File: src/rtl/edge_period_timer.sv
// Measures clock cycles between consecutive rising-edge strobes and presents
// each period through a one-entry valid/ready register, with loss-of-signal flag.
module edge_period_timer #(
  parameter int CNT_WIDTH = 16
) (
  input  logic                 clk,
  input  logic                 n_rst,
  input  logic                 edge_i,
  input  logic                 enable,
  output logic [CNT_WIDTH-1:0] period_o,
  output logic                 period_valid,
  input  logic                 period_ready,
  output logic                 timeout,
  output logic                 overrun
);

  typedef enum logic [1:0] {
    IDLE,
    MEASURE,
    TIMEOUT
  } state_t;

  localparam logic [CNT_WIDTH-1:0] CNT_MAX = '1;
  localparam logic [CNT_WIDTH-1:0] CNT_ONE = {{(CNT_WIDTH-1){1'b0}}, 1'b1};

  state_t               state, state_nxt;
  logic [CNT_WIDTH-1:0] cnt, cnt_nxt;
  logic                 capture;
  logic                 transfer;

  assign transfer = period_valid && period_ready;
  assign timeout  = (state == TIMEOUT);

  always_ff @(posedge clk or negedge n_rst) begin
    if (!n_rst) begin
      state <= IDLE;
      cnt   <= '0;
    end else begin
      state <= state_nxt;
      cnt   <= cnt_nxt;
    end
  end

  // An edge always wins over saturation, so a period of exactly MAX is captured.
  always_comb begin
    state_nxt = state;
    cnt_nxt   = cnt;
    capture   = 1'b0;
    if (!enable) begin
      state_nxt = IDLE;
      cnt_nxt   = '0;
    end else begin
      case (state)
        IDLE: begin
          if (edge_i) begin
            state_nxt = MEASURE;
            cnt_nxt   = CNT_ONE;
          end else begin
            cnt_nxt = '0;
          end
        end
        MEASURE: begin
          if (edge_i) begin
            capture = 1'b1;
            cnt_nxt = CNT_ONE;
          end else if (cnt == CNT_MAX) begin
            state_nxt = TIMEOUT;
          end else begin
            cnt_nxt = cnt + CNT_ONE;
          end
        end
        TIMEOUT: begin
          if (edge_i) begin
            state_nxt = MEASURE;
            cnt_nxt   = CNT_ONE;
          end
        end
        default: begin
          state_nxt = IDLE;
          cnt_nxt   = '0;
        end
      endcase
    end
  end

  always_ff @(posedge clk or negedge n_rst) begin
    if (!n_rst) begin
      period_o     <= '0;
      period_valid <= 1'b0;
    end else if (capture) begin
      period_o     <= cnt;
      period_valid <= 1'b1;
    end else if (transfer) begin
      period_valid <= 1'b0;
    end
  end

  // Overrun only when an unconsumed value is lost, not when it leaves the same cycle.
  always_ff @(posedge clk or negedge n_rst) begin
    if (!n_rst) begin
      overrun <= 1'b0;
    end else if (!enable) begin
      overrun <= 1'b0;
    end else if (capture && period_valid && !period_ready) begin
      overrun <= 1'b1;
    end
  end

endmodule

File: config.mk
export PLATFORM = sky130hd
export DESIGN_NAME = edge_period_timer
export DESIGN_NICKNAME = d
export VERILOG_FILES = /design/src/rtl/edge_period_timer.sv
export SDC_FILE = /design/constraint.sdc
export NUM_CORES = 1
export LEC_CHECK = 0
export BUFFER_PORTS_ARGS = -buffer_cell sky130_fd_sc_hd__buf_2
export CORE_MARGIN = 10
export CORE_UTILIZATION = 55
export DETAILED_ROUTE_END_ITERATION = 10
export PLACE_DENSITY = 0.77
export SLEW_MARGIN = 40
export SYNTH_ARGS = -nofsm -noshare
export SYNTH_HDL_FRONTEND = slang
export SYNTH_SLANG_ARGS = --single-unit
File: constraint.sdc
create_clock -name clk -period 2.8 [get_ports clk]
set_clock_uncertainty 0.15 [all_clocks]
set_input_delay 0.56 -clock clk [delete_from_list [all_inputs] [get_ports clk]]
set_output_delay 0.56 -clock clk [all_outputs]
set_load 0.02 [all_outputs]
======== Word level (Yosys, flattened, before mapping) ========
Cells that the tools add are included.
operators by class
  mux-type cells .......................... 18
  reductions and logical operators ........ 9
  equality and inequality tests ........... 9
  add/subtract/negate cells ............... 1
operators by type and width
  cell                     count
  $mux W16                 4
  $pmux W16 S3             1
  $add A16 B1 Y16 const B  1
  $eq A16 B16 Y1 const B   1
  $ne A3 B3 Y1 const B     4
  $mux W1                  8
  $mux W2                  4
  $ne A4 B4 Y1 const B     1
  $pmux W2 S2              1
  $logic_and A1 B1 Y1      3
  $reduce_and A3 Y1        1
  $eq A2 B1 Y1 const B     1
  $eq A2 B2 Y1 const B     1
  $logic_not A2 Y1         1
  $ne A2 B1 Y1 const B     1
  $reduce_and A2 Y1        1
  $reduce_bool A2 Y1       1
  $reduce_or A2 Y1         1
  $logic_not A1 Y1         1
storage, ports and cells
  input port bits ......................... 5
  output and inout bits ................... 19
  bits in registers ....................... 36
  logic and storage cells ................. 42

======== Longest topological paths before layout ========
Gate-level depths: netlist of run 1.
  depth in word-level cells ............... 7
  gate-level depth with buffers ........... 7
  depth with buffers taken out ............ 6

======== Worst setup path after synthesis of run 1 ========
No wires, ideal clock.
  path type ............................... reg2reg
  from .................................... register cnt[0]
  to ...................................... register cnt[2]
  path buffers ............................ 1
  period minus slack after synthesis ...... 2,073 ps
  slack ................................... 727 ps
  data arrival time ....................... 1,792 ps
  setup time .............................. 131 ps
  stages on the path, launching flop included .. 8
  data required time ...................... 2,519 ps
  cell sequence ........................... dfrtp_1 > ha_1 > nand3_1 > or4_1 > buf_2 > nand3_1 > xor2_1 > nor2_1
on the way
  longest elaborated chain between the ends .. 5
  elaborated cells between the ends (all ways) .. 8
  classes of those cells .................. 1 x add/sub; 2 x eq/ne; 4 x mux; 1 x reduce/logical
ends and longest elaborated chain
  what                    RTL line  text
  from (decl)             27        logic [CNT_WIDTH-1:0] cnt, cnt_nxt;
  from (signal assigned)  40        cnt <= cnt_nxt;
  $add A16 B1 Y16         69        cnt_nxt = cnt + CNT_ONE;
  $mux W16                66        end else if (cnt == CNT_MAX) begin
  $mux W16                63        if (edge_i) begin
  $pmux W16 S3            53        case (state)
  $mux W16                49        if (!enable) begin
Several ways; a longest one is shown, not always the timed one. The select of a mux whose other input is x is not followed.
A chain may end at the register's enable or synchronous reset.

======== Worst setup path in the final report of run 1 ========
Same ends and word-level chain as after synthesis.

==> out/metrics.cfg, run 1 <==
[pwr]
ir_drop_uv=485
powerDensity_nw_per_um2=554
power.leakage_nw=0.986

[global_route]
track_usage=0.137
grt_pass1_wl_mm=6.73
use_met2=0.218
grt_start_max_net_pins=37
grt-ovfl-total=0
grt_pass1_vias=1404
antenna_found_initial=0
grt_util_met3=0.0460
grtUsageMet1=0.167
gr-max-usage-layer=met2

[synth]
netlist_area_um2=1760
yosys_register_bits=36
synth_cells=163
yosysWarnings=0
syn_avg_cell_area_um2=10.8
synth_cell_types=43
syn_nets=169
seq_area_frac_synth=0.512

[drt]
num_vias=1379
drc=0
via_per_inst=5.94
ant_nets=0
drt_first_pass_iters=4
avgRoutedWirePerCell_um=16.2
drtIter0Drc=85
routed_wl_mm=3.76

[sta]
timing.hold.ws_ns=-0.0119
fin_tns_setup_ns=0
hold_violations=17
layout_min_cycle_time_ns=2.39
fin_crit_sh=0.853
report.final.slew_viol_count=0
tightest_slew_ns=0.803
finalSetupViolCount=0
timing.fmax_ghz=0.419
slew_headroom=0.463
rsz0062_at_grt=no

[clock_tree]
cts_tree=built
cts-hold-fix-buffers=0
clkSinkCount=36
cts_made_buffers=5
htreeDepth=2
post_cts_buffers=0
root_buffer=clkbuf_4
clk_path_buf_depth=2
clk_latency_ns=0.35
cts.clk_slew.worst_paths_ns=0.11
cts_resized=0

[worst_setup_path]
cpMostUsedCell=nand3_1
critPathKind=flip-flop to flip-flop
max_stage_delay_ns=0.77
cp_slowest_cell=or4_1
crit_chain=ha_1 -> nand3_1 -> or4_1 -> nand3_1 -> xor2_1 -> nor2_1
path_buf_inv=0
cp_data_arrival_time_ns=2.46
critPathLaunchType=flip-flop
setup.worst_path.end_class=flip-flop
path_max_fanout=9
required_ns=2.87
critical_path.top_delay_family=simple AND/OR/NAND/NOR gates

[layout]
n_fill_cell=263
final_cell_area_um2=2040
area_growth_pct=16.1
nNetsFinal=193
antenna_cells=0
final_cell_mix=dfrtp_1 (36), buf_2 (22), o21ai_0 (15), mux2_2 (13)
layout_commonest_cell=dfrtp_1
drive_gt1_frac=0.282

[min_path]
hold_path_class=input pin to asynchronous set/reset pin

[floorplan]
core-area_um2=3050
num_rows=20
initial_core_util=0.577
fp.dieH_um=76.6
ios=24
die_area_um2=5860
die_w_um=76.6

[placement]
gp_congestion=0.901
hpwl_mm=2.68
place_area_um2=1910
port_buffers=23

[flow_run]
maxCapViolCount=0

[run_status]
outcome=finished with violations
violations=negative hold slack

routing by layer:
layer | vias up | wire, µm
li1 | 650 | -
met1 | 674 | 1700
met2 | 44 | 1760
met3 | 11 | 209
met4 | 0 | 94
met5 | - | 0
registers in the layout, summed over array words and instances (netlist names):
signal        flops
period_valid      1
state             2
period_o         16
cnt              16
overrun           1
kinds of logic (layout without fill, tap and decap cells):
kind of cell | Yosys count | in the layout | synth area share
XOR/XNOR | 5 | 5 | 0.0249
buffers and inverters | 12 | 37 | 0.0291
adder cells (fa/ha/maj) | 1 | 1 | 0.00711
AO/OA/AOI/OAI | 39 | 39 | 0.143
AND/OR/NAND/NOR | 57 | 57 | 0.201
multiplexers | 13 | 13 | 0.0832
flip-flops | 36 | 36 | 0.512
metrics by stage:
| step | power (mW) | setup slack, ns | utilization | hold slack, ns | instances |
|---|---|---|---|---|---|
| finish | 1.13 | 0.412 | 0.669 | -0.0119 | 232 |
| global route | 1.18 | 0.269 | 0.669 | 0.00159 | 232 |
| CTS | 1.14 | 0.435 | 0.668 | 0.151 | 232 |
| detailed placement | 0.595 | 0.459 | 0.627 | 0.316 | 224 |
| global placement | 0.593 | 0.563 | 0.627 | 0.306 | 224 |
| floorplan | 0.569 | 0.727 | - | 0.114 | 163 |
final cells by class:
| class | instances | area (µm²) | share of cell area |
|---|---|---|---|
| clock buffers | 5 | 37.5 | 0.0184 |
| clock inverters | 3 | 90.1 | 0.0441 |
| multi-input cells | 115 | 808 | 0.396 |
| well taps | 44 | 55.1 | 0.0269 |
| flip-flops and latches | 36 | 901 | 0.441 |
| repair buffers | 26 | 140 | 0.0686 |
| inverters | 3 | 11.3 | 0.00551 |
synth_stat cells, drive strengths merged:
master,number,area (µm²)
a211oi,2,32.5
a21boi,1,7.51
a21o,2,15.0
a21oi,7,35.0
a22o,1,8.76
a22oi,1,7.51
a31o,1,8.76
a31oi,5,31.3
and3,2,12.5
and3b,1,8.76
and4,2,17.5
buf,4,21.3
clkbuf,5,18.8
dfrtp,36,901
ha,1,12.5
inv,3,11.3
mux2,13,146
nand2,11,41.3
nand2b,1,6.26
nand3,8,40.0
nand4,7,58.8
nand4bb,2,22.5
nor2,11,41.3
nor2b,2,12.5
nor3,3,20.0
nor3b,1,7.51
nor4,3,33.8
nor4bb,1,10.0
o2111ai,1,8.76
o21a,1,7.51
o21ai,16,80.1
o2bb2ai,1,8.76
or4,1,7.51
or4b,1,13.8
xnor2,3,26.3
xor2,2,17.5
path summary, 6_finish.rpt:
path                                       endpoint  slack, ns  depth (start not counted)                     start
min                         period_o[0]$_DFFE_PN0P_      -0.01                          1                     n_rst
min reg2reg                period_o[14]$_DFFE_PN0P_       0.34                          2  period_o[14]$_DFFE_PN0P_
max reg2reg                      cnt[2]$_DFFE_PN0P_       0.41                          6        cnt[0]$_DFFE_PN0P_
max                              cnt[2]$_DFFE_PN0P_       0.41                          6        cnt[0]$_DFFE_PN0P_
max in group asynchronous   period_o[7]$_DFFE_PN0P_       2.18                          1                     n_rst
min in group clk           period_valid$_DFFE_PN0P_       0.33                          3              period_ready
where the power goes:
part | internal, mW | total, mW | switching, mW
Clock | 0.368 | 0.547 | 0.179
Sequential | 0.526 | 0.532 | 0.00587
Combinational | 0.0184 | 0.0519 | 0.0335
(Power assumes the default switching activity.)
==> run 2, diff against run 1 <==
Settings changed: ABC_AREA set to 1.
==> run 2 against run 1 <==
  * The flow still finishes with violations (negative hold slack)
  * Design area decreased by 0.98%
  * Critical path type unchanged
  * Core utilization shrank 1.7 points
  * Critical endpoint is now period_o[0]$_DFFE_PN0P_
  * Critical path depth unchanged
==> out/metrics.cfg, run 2 <==
[run_status]
outcome=finished with violations
violations=negative hold slack

[worst_setup_path]
max_stage_delay_ns=0.44
path_buf_inv=2
crit_chain=inv_2 -> nand2_1 -> nor2_1 -> inv_1 -> nand2_1 -> o21ai_0
cpMostUsedCell=nand2_1
cp_slowest_cell=inv_1
ff2ff_setup_slack_ns=0.90
critical_path.top_delay_family=simple AND/OR/NAND/NOR gates
path_depth=6
r2r_cells=6
required_ns=2.84
critPathKind=flip-flop to flip-flop
critPathLaunchType=flip-flop
reg2reg_to=period_o[0]$_DFFE_PN0P_
cp_data_arrival_time_ns=1.94
path_max_fanout=31
crit_start=state[1]$_DFFE_PN0P_
crit_end=period_o[0]$_DFFE_PN0P_
setup.worst_path.end_class=flip-flop
r2r-start=state[1]$_DFFE_PN0P_

[global_route]
antenna_found_initial=0
grt_pass1_vias=1447
grt-ovfl-total=0
grt_pass1_wl_mm=6.56
track_usage=0.129
grt_start_max_net_pins=37

[synth]
yosys.area_share.simple=0.366
postSynth.asyncResetShare=1.00
netlist_area_um2=1810
synth_edf_count=0
seq_area_frac_synth=0.497
yosysWarnings=0
synth_cell_types=21
synth_top_family_by_area=simple AND/OR/NAND/NOR gates
synth-adder-area-share=0.00691
syn_nets=244
synth_area_leader_cell=dfrtp_1
synthTopCellsByArea=dfrtp_1 (50%), nand2_1 (19%), nand3_1 (6.4%)
synth_xor_area_frac=0.00967
synth_top_cells_by_count=nand2_1 (92), dfrtp_1 (36), nand3_1 (23), nor2_1 (22)
syn_avg_cell_area_um2=7.61
yosys_register_bits=36
synth_cells=238
yosysMostFrequentCell=nand2_1
synth-compound-area-share=0.0580
synth_top_area_share=0.497
synth_mux_area_frac=0
synth_ff_type=dfrtp_1

[sta]
tightest_slew_ns=0.776
finalSetupViolCount=0
rsz0062_at_grt=no
timing.hold.ws_ns=-0.00209
hold_violations=5
layout_setup_ws_ns=0.904
fin_tns_setup_ns=0
slew_headroom=0.482
timing.fmax_ghz=0.527
fin_crit_sh=0.677
layout_min_cycle_time_ns=1.90
report.final.slew_viol_count=0

[layout]
layout_commonest_cell=nand2_1
drive_gt1_frac=0.163
nNetsFinal=270
antenna_cells=0
reg_top3=cnt: 16 flops, period_o: 16 flops, state: 2 flops
final_cell_area_um2=2020
final_cell_mix=nand2_1 (92), dfrtp_1 (36), nand3_1 (23), nor2_1 (22), buf_2 (22)
fin_cells=308
area_growth_pct=11.7

[drt]
via_per_inst=4.99
routed_wl_mm=3.72
num_vias=1537
drt_first_pass_iters=4
drc=0
ant_nets=0
avgRoutedWirePerCell_um=12.1
drtIter0Drc=84

[pwr]
pwr-share-seq=0.559
clockPowerShare=0.294
powerDensity_nw_per_um2=505
power.leakage_nw=1.05
p_int_mw=0.737
p_switching_mw=0.283
ir_drop_uv=275
swShare=0.278
p_comb_frac=0.147

[clock_tree]
cts_made_buffers=5
cts-hold-fix-buffers=0
root_buffer=clkbuf_4
clkSinkCount=36
clk_latency_ns=0.34
clk_path_buf_depth=2
cts.clk_slew.worst_paths_ns=0.10
cts_resized=0
post_cts_buffers=0
cts_tree=built
htreeDepth=2

[placement]
place_ws_ns=0.708
dp.cells=301
place_area_um2=1960
port_buffers=23
hpwl_mm=2.88
gp_congestion=0.898

[min_path]
hold_path_class=input pin to asynchronous set/reset pin

[floorplan]
die_area_um2=5990
initial_core_util=0.584
num_rows=20
core-area_um2=3100
die_w_um=77.4
ios=24
fp.dieH_um=77.4

[flow_run]
maxCapViolCount=0

[run 2: worst register-to-register path, cell delays in order (launching register included)]
cell,delay (ns)
dfrtp_1,0.40
inv_2,0.07
nand2_1,0.12
nor2_1,0.30
inv_1,0.44
nand2_1,0.18
o21ai_0,0.10
[run 2: cell type report]
class | instances | area (µm²)
fillers | 294 | 1080
flip-flops and latches | 36 | 901
multi-input cells | 175 | 798
repair buffers | 23 | 118
inverters | 23 | 86.3
clock buffers | 7 | 65.1
well taps | 44 | 55.1
[run 2: cell families after synthesis]
group / count (synthesis)
AND/OR/NAND/NOR: 151
AO/OA/AOI/OAI: 21
adder cells (fa/ha/maj): 1
XOR/XNOR: 2
buffers and inverters: 27
flip-flops: 36
[run 2: metrics by stage]
| stage | utilization | power, mW |
|---|---|---|
| after floorplan | - | 0.675 |
| after global placement | 0.630 | 0.730 |
| after detailed placement | 0.630 | 0.735 |
| after CTS | 0.651 | 1.03 |
| after global routing | 0.652 | 1.08 |
| final | 0.652 | 1.02 |
[run 2: worst min-delay path by stage]
stage	slack, ns	end	depth (start not counted)	startpoint
after floorplan	0.11	cnt[0]$_DFFE_PN0P_	0	n_rst
after global placement	0.30	period_o[1]$_DFFE_PN0P_	2	period_o[1]$_DFFE_PN0P_
after detailed placement	0.30	period_o[2]$_DFFE_PN0P_	2	period_o[2]$_DFFE_PN0P_
after global routing	0.02	cnt[7]$_DFFE_PN0P_	1	n_rst
final	-0.002	state[0]$_DFFE_PN0P_	1	n_rst
after CTS	0.17	state[0]$_DFFE_PN0P_	1	n_rst
[run 2: per-layer routing]
metal / global-route usage / up-vias / wire length [µm]
met4: 0.0456 / 0 / 50
met2: 0.191 / 29 / 1690
met1: 0.173 / 705 / 1770
met3: 0.0426 / 8 / 214
li1: - / 795 / -
met5: 0 / - / 0
[run 2: power by group through the flow]
stage / Combinational [mW] / Clock [mW] / Sequential [mW]
final: 0.150 / 0.300 / 0.571
after global routing: 0.169 / 0.333 / 0.577
after CTS: 0.153 / 0.305 / 0.571
after detailed placement: 0.153 / 0 / 0.582
after global placement: 0.150 / 0 / 0.580
after floorplan: 0.0591 / 0 / 0.616
